## src/rtl/fft_band_pkg.sv

```systemverilog
// Shared types and sizing for the FFT band binner and its renderer consumer.
package fft_band_pkg;

    localparam int N_BANDS = 16;
    localparam int BAND_W  = 16;

    typedef logic [N_BANDS-1:0][BAND_W-1:0] band_arr_t;

    typedef enum logic [1:0] {
        S_ACC,
        S_UPDATE,
        S_PUB
    } state_t;

    // Enough headroom for N_BINS/16 full-scale 16-bit magnitudes per band.
    function automatic int acc_width(input int n_bins);
        return BAND_W + $clog2(n_bins / N_BANDS);
    endfunction

endpackage

```

## src/rtl/fft_band_binner_bin_magnitude.sv

```systemverilog
// bin_magnitude: alpha-max-free magnitude estimate (|re| + |im|) / 2.
module bin_magnitude (
    input  logic signed [15:0] re,
    input  logic signed [15:0] im,
    output logic        [15:0] mag
);

    logic [15:0] abs_re;
    logic [15:0] abs_im;
    logic [16:0] sum;

    // -32768 negates to 16'h8000, which read unsigned is the correct 32768.
    assign abs_re = re[15] ? 16'(-re) : 16'(re);
    assign abs_im = im[15] ? 16'(-im) : 16'(im);
    assign sum    = {1'b0, abs_re} + {1'b0, abs_im};
    assign mag    = sum[16:1];

endmodule

```

## src/rtl/fft_band_binner.sv

```systemverilog
// fft_band_binner: sums FFT bin magnitudes into 16 linear bands and publishes
// them with a one-cycle done pulse. Optional peak-decay smoothing is enabled
// by defining FFT_BAND_DECAY_EN.
module fft_band_binner
    import fft_band_pkg::*;
#(
    parameter int N_BINS      = 256,
    parameter int DECAY_SHIFT = 3
) (
    input  logic        i_clk,
    input  logic        i_rst,
    input  logic        i_bin_valid,
    input  logic [15:0] i_bin_re,
    input  logic [15:0] i_bin_im,
    input  logic        i_bin_last,
    output band_arr_t   o_fft_data,
    output logic        o_fft_done,
    output logic        o_busy,
    output logic        o_frame_err
);

    localparam int ACC_W = acc_width(N_BINS);
    localparam int LOG_N = $clog2(N_BINS);
    localparam int CNT_W = LOG_N + 1;

    // Reject configurations the band indexing cannot handle.
    if (N_BINS < 16 || (N_BINS & (N_BINS - 1)) != 0 ||
        DECAY_SHIFT < 0 || DECAY_SHIFT > 15) begin : g_param_check
        $error("fft_band_binner: unsupported N_BINS or DECAY_SHIFT");
    end

    state_t                          state, state_nx;
    logic [CNT_W-1:0]                bin_cnt;
    logic [N_BANDS-1:0][ACC_W-1:0]   acc;
    band_arr_t                       stage;
    logic [3:0]                      band_ctr;
    logic [15:0]                     mag;
    logic [3:0]                      band_idx;
    logic                            full;
    logic                            accept;
    logic                            last_in;
    logic                            frame_bad;
    logic [15:0]                     sat;
    logic [15:0]                     result;

    bin_magnitude u_mag (
        .re  (i_bin_re),
        .im  (i_bin_im),
        .mag (mag)
    );

    // Top four bits of the in-frame bin index select the band.
    assign band_idx  = bin_cnt[LOG_N-1 -: 4];
    assign full      = bin_cnt[CNT_W-1];
    assign accept    = (state == S_ACC) && i_bin_valid && !full;
    assign last_in   = (state == S_ACC) && i_bin_valid && i_bin_last;
    // Last must land exactly on bin N_BINS-1; short and overrun frames both miss it.
    assign frame_bad = last_in && (bin_cnt != CNT_W'(N_BINS - 1));
    assign o_busy    = (state != S_ACC);

    // Clamp the wide band sum and optionally hold peaks with a geometric decay.
    always_comb begin
        sat    = (|acc[band_ctr][ACC_W-1:BAND_W]) ? 16'hFFFF : acc[band_ctr][BAND_W-1:0];
        result = sat;
`ifdef FFT_BAND_DECAY_EN
        begin
            logic [15:0] prev;
            logic [15:0] decayed;
            prev    = o_fft_data[band_ctr];
            decayed = prev - (prev >> DECAY_SHIFT);
            result  = (sat > decayed) ? sat : decayed;
        end
`endif
    end

    // Next-state: accumulate until last, sweep 16 bands, publish for one cycle.
    always_comb begin
        state_nx = state;
        case (state)
            S_ACC:    if (last_in) state_nx = S_UPDATE;
            S_UPDATE: if (band_ctr == 4'd15) state_nx = S_PUB;
            S_PUB:    state_nx = S_ACC;
            default:  state_nx = S_ACC;
        endcase
    end

    // State register.
    always_ff @(posedge i_clk or posedge i_rst) begin
        if (i_rst) state <= S_ACC;
        else       state <= state_nx;
    end

    // Datapath: accumulate, stage per band while clearing, then publish atomically.
    always_ff @(posedge i_clk or posedge i_rst) begin
        if (i_rst) begin
            bin_cnt     <= '0;
            acc         <= '0;
            stage       <= '0;
            band_ctr    <= '0;
            o_fft_data  <= '0;
            o_fft_done  <= 1'b0;
            o_frame_err <= 1'b0;
        end else begin
            o_fft_done  <= 1'b0;
            o_frame_err <= frame_bad || ((state == S_UPDATE) && i_bin_valid);
            case (state)
                S_ACC: begin
                    band_ctr <= '0;
                    if (accept) begin
                        acc[band_idx] <= acc[band_idx] + ACC_W'(mag);
                        bin_cnt       <= bin_cnt + CNT_W'(1);
                    end
                end
                S_UPDATE: begin
                    stage[band_ctr] <= result;
                    acc[band_ctr]   <= '0;
                    band_ctr        <= band_ctr + 4'd1;
                end
                S_PUB: begin
                    o_fft_data <= stage;
                    o_fft_done <= 1'b1;
                    bin_cnt    <= '0;
                end
                default: ;
            endcase
        end
    end

endmodule

```

## config.mk

```make
export PLATFORM = sky130hd
export DESIGN_NAME = fft_band_binner
export DESIGN_NICKNAME = d
export VERILOG_FILES = /design/src/rtl/fft_band_pkg.sv /design/src/rtl/fft_band_binner_bin_magnitude.sv /design/src/rtl/fft_band_binner.sv
export SDC_FILE = /design/constraint.sdc
export NUM_CORES = 2
export LEC_CHECK = 0
export ABC_CLOCK_PERIOD_IN_PS = 39500
export CAP_MARGIN = 20
export CORE_MARGIN = 1
export CORE_UTILIZATION = 59
export DETAILED_ROUTE_END_ITERATION = 12
export PLACE_DENSITY = 0.83
export SYNTH_ARGS = -nofsm -noshare
export SYNTH_HDL_FRONTEND = slang
export SYNTH_SLANG_ARGS = --single-unit
```

## constraint.sdc

```tcl
create_clock -name i_clk -period 39.5 [get_ports i_clk]
set_input_delay 9.875 -clock i_clk [delete_from_list [all_inputs] [get_ports i_clk]]
set_output_delay 9.875 -clock i_clk [all_outputs]
set_load 0.01 [all_outputs]
```

After elaboration in Yosys (flattened, before gate mapping):

Cells that the tools add are included.

* register bits: 849
* logic and storage cells: 113
* output and inout port bits: 259
* input port bits: 36

* add/subtract/negate cells: 6
* reduce and logical (&&, ||, !) cells: 17
* equal/unequal tests: 7
* magnitude comparators: 4
* bitwise logic cells: 2
* muxes and demuxes: 24

Operator list (count)
* 320-bit one-hot mux with 2 select lines: 1
* 320-bit AND: 1
* 320-bit bitwise mux: 1
* 320-bit two-way mux: 1
* 320-bit NOT: 1
* 256-bit bitwise mux: 1
* 20-bit binary-select mux with 4-bit select: 2
* 20-bit demux with 4-bit select: 2
* 20-bit two-way mux: 4
* 16-bit demux with 4-bit select: 1
* 16-bit two-way mux: 4
* 16-bit negator: 2
* 20-bit by 16-bit adder with 20-bit output: 1
* 9-bit one-hot mux with 2 select lines: 1
* 16-bit by 16-bit adder with 17-bit output: 1
* 4-bit by 5-bit < comparator with 1-bit output, second input constant: 2
* 9-bit by 1-bit adder with 9-bit output, second input constant: 1
* 9-bit two-way mux: 1
* 9-bit by 8-bit inequality test with 1-bit output, second input constant: 1
* 4-bit by 1-bit greater-or-equal comparator with 1-bit output, second input constant: 2
* 4-bit one-hot mux with 2 select lines: 1
* 1-bit logical AND: 7
* 2-bit inequality test, second input constant: 3
* 2-bit AND reduction: 3
* other kinds (12): 15

Longest topological paths before layout:

* word-level depth: 7
* depth in mapped cells: 23
* gate-level depth less buffers: 22

Cells and area by module:

Synthesis repeated with hierarchy kept, for this count alone.

* cells, all modules: 3323
* area total of the unflattened synthesis: 38704.6 sq um

Modules (own cells, without submodules)
* fft_band_binner: times used 1, sequential area each 21245.4 sq um, cells each 3105, area each 37154.4 sq um
* bin_magnitude: times used 1, sequential area each 0.0 sq um, cells each 218, area each 1550.2 sq um

Worst setup path after synthesis:

OpenSTA, ideal clock, no wires.

* path kind: in2reg
* start: in i_bin_im[3]
* end: reg acc[178] in the netlist's numbering
* arrival: 14318 ps
* required time: 39361 ps
* library setup time: 139 ps
* setup slack: 25042 ps
* stages on the path: 22
* path buffers: 1
* cells stage by stage: or3_1 > or2_2 > nor4_1 > nand3_1 > nand2_1 > xnor2_1 > ha_1 > a21o_1 > a21o_1 > a2111oi_0 > o21bai_1 > a21oi_1 > xnor2_1 > ha_1 > o21a_1 > a21oi_1 > o21ai_0 > a21oi_1 > nor3b_1 > xor2_1 > buf_2 > a21oi_1

* word-level cells in the longest chain between the ends: 7

Ends and longest elaborated chain
* start: declaration: RTL line fft_band_binner.sv:14 `input logic [15:0] i_bin_im,`
* 16-bit negator: RTL line fft_band_binner_bin_magnitude.sv:14 `assign abs_im = im[15] ? 16'(-im) : 16'(im);`
* 16-bit two-way mux (*): RTL line fft_band_binner_bin_magnitude.sv:14
* 16-bit by 16-bit adder with 17-bit output (*): RTL line fft_band_binner_bin_magnitude.sv:15 `assign sum = {1'b0, abs_re} + {1'b0, abs_im};`
* 20-bit by 16-bit adder with 20-bit output (*): RTL line fft_band_binner.sv:110 `acc[band_idx] <= acc[band_idx] + ACC_W'(mag);`
* 320-bit bitwise mux (*): RTL line fft_band_binner.sv:110
* 320-bit two-way mux (*): RTL line fft_band_binner.sv:109 `if (accept) begin`
* 320-bit one-hot mux with 2 select lines (*): RTL line fft_band_binner.sv:106 `case (state)`
* end signal: indexed assignment: RTL line fft_band_binner.sv:110
* end: declaration: RTL line fft_band_binner.sv:34 `logic [N_BANDS-1:0][ACC_W-1:0] acc;`

Every way passes the cells marked *; elsewhere a longest branch is shown, timed or not. The select of a mux whose other input is x is not followed.
A chain may end at the register's enable or synchronous reset.

Final worst setup path:

* start: in i_bin_im[3]
* end: reg acc[318] in the netlist's numbering

The elaborated chain is that of the path after synthesis.

==> metrics <==
total negative slack 0 ns; Post-Synth XOR/XNOR Area 0.0143; Finished Core Util 0.701; crit path max fanout 16; RePlAce Congestion 0.971; Initial Util 0.598; CTS tree yes; RSZ-0062 raised after global routing no; total CTS buffers 82; Final Critical Period 15.17 ns; drt drc 0; Min-Delay Path Class register to register; placed cells 4261; EDFF count, synth 0; FFs w/ async S/R, synth 1.00; antenna violations before repair 1; remaining antenna violation count 0; cells after synthesis 3302; leakage 19.8 nW; FF/Latch Area 0.0213 mm²; CTS sink count 849; Synth Area in Compound Gates 0.114; most frequent cells in the layout 845 x dfrtp_1, 517 x o21ai_0, 378 x nand2_1; Vias 29200; run status finished clean; DR vias/cell 6.60; Nets 3581; adder and majority gate portion of the synthesized area 0.0137; max-slew violations 0; multi-input logic area 0.0162 mm²; Hold Slack 0.475 ns; antenna fix cells 0; Slew headroom 0.208; Post CTS Setup Buffer Count 0; WL final 114 mm; Clock Path Buffers 3; Worst VDD drop 0.0000542 V; Setup Skew 0.0276 ns; Die Span X 258 µm; clock root cell clkbuf_16; # rows 93; Syn. warnings 0; # hold bufs at CTS 0; Hold Fails Final Rpt 0; total of max-cap violations 0; Cell variety after synth 69; Req. time, crit path 39.99 ns; Non-Filler Instances 4421; CP endpoint kind register; FILL cells 4288; full die area 0.0664 mm²; f_max 65.9 MHz; first-pass detailed-route iteration total 7; Synth Area in Simple Gates 0.0961; final setup vio count 0; most common cell after layout, fill and taps aside dfrtp_1; top-level I/O count 295; Clock transition at path regs 0.06 ns; largest family of logic cells by synthesized area multiplexers; Worst EP arrival 15.66 ns; Synth Cell Area 0.0385 mm²; largest net degree at the start of global routing 177; Synth Flop Type dfrtp_1; vias in the first global route 29600; placed cell areas 0.0421 mm²; post-synthesis mux area share 0.181; # port buffers 294; Die Y 258 µm; flops & latches, synth 849; htree depth 3; first-pass GRT wire length 176 mm; Wirelength per Cell 25.8 µm; Core Area 0.0645 mm²; Post-Syn Area per Cell 11.7 µm²; total gr overflow 0; PwrDens 63.5 mW/mm²; Global Route Usage Sum 0.348; share of cells above drive strength 1 0.195; # resized after CTS 0; worst slew pin tran 1.19 ns; P&R area growth vs syn 17.3%; HPWL Detailed 71.4 mm; syn nets 3379; Worst-Skew Late Latency 0.65 ns; post-route cell area 0.0452 mm²; crit share post-route 0.384; Setup crit start kind input port; First DRT Iteration DRCs 3881; WS Path Type input port to register; Seq/Total Area, Yosys 0.551
==> cell families after synthesis <==
family,Yosys count
AOI/OAI and AO/OA,803
buffers and inverters,271
muxes,443
xor gates and xnor gates,62
and+or+nand+nor,833
adders and majority gates,41
DFF,849
==> metal layers <==
| metal | vias up | track usage | part of all wire |
|---|---|---|---|
| li1 | 12300 | - | - |
| met1 | 14800 | 0.446 | 0.37 |
| met2 | 1700 | 0.552 | 0.48 |
| met3 | 409 | 0.0824 | 0.097 |
| met4 | 3 | 0.187 | 0.057 |
| met5 | - | 0.00570 | 0.00055 |
==> cells in the mapped netlist (19+ instances only) <==
cell type / count / area [µm²]
nand2_1: 379 / 1420
inv_1: 20 / 75.1
ha_1: 39 / 488
buf_1: 19 / 71.3
nor3_1: 29 / 145
mux2_2: 258 / 2910
o31ai_1: 26 / 195
o21ai_1: 43 / 215
mux4_2: 176 / 3960
nand3_1: 216 / 1080
dfrtp_1: 849 / 21200
buf_2: 32 / 160
nor2_1: 116 / 435
o21ai_0: 517 / 2590
xnor2_1: 43 / 377
a21oi_1: 128 / 641
clkbuf_1: 179 / 672
==> worst paths after layout <==
check,slack [ns],to,start,cells past startpoint
worst max-delay path,24.33,acc[318],i_bin_im[3],21
min in group asynchronous,9.85,o_fft_data[39],i_rst,2
max in group asynchronous,26.50,band_ctr[1],i_rst,5
worst max register to register,33.78,acc[195],bin_cnt[5],11
worst min register to register,0.47,stage[214],stage[214],2
worst min-delay path,0.47,stage[214],stage[214],2
==> flip-flops by register name, indices dropped and copies added, names as in the netlist <==
name	flops
o_fft_done	1
o_fft_data	256
stage	256
acc	320
state	2
band_ctr	4
o_frame_err	1
bin_cnt	9
==> through the flow <==
step / total power, mW / worst slack, ns
after floorplan: 1.63 / 5.77
after global placement: 1.98 / 23.73
after detailed placement: 2.01 / 23.67
after CTS: 2.84 / 24.31
after global routing: 2.97 / 23.77
final: 2.87 / 24.33
==> cell type report <==
cell class                      instances  share of cell area
Tap cell                              855              0.0237
Inverter                               21             0.00191
Multi-Input combinational cell       2182               0.359
Timing Repair Buffer                  368              0.0821
Sequential cell                       849               0.470
Clock inverter                         27             0.00916
Clock buffer                          119              0.0536
==> critical path, stage by stage <==
cell and delay [ns]:
clkdlybuf4s50_1 0.45, or3_1 0.39, or2_2 0.32, nor4_1 0.28, nand3_1 0.22, nand2_1 0.13
xnor2_1 0.13, ha_1 0.29, a21o_1 0.18, a21o_1 0.21, a2111oi_0 0.53, o21bai_1 0.12
a21oi_1 0.19, xnor2_1 0.11, ha_1 0.43, nand4_1 0.18, o21ai_0 0.19, a21oi_1 0.09
nor3b_1 0.38, xor2_2 0.75, o21ai_0 0.21
==> power by group <==
| part | switching [mW] | internal [mW] |
|---|---|---|
| sequential | 0.106 | 1.02 |
| combinational | 0.616 | 0.297 |
| clock | 0.343 | 0.486 |
| total | 1.06 | 1.80 |
(Power assumes the default switching activity.)
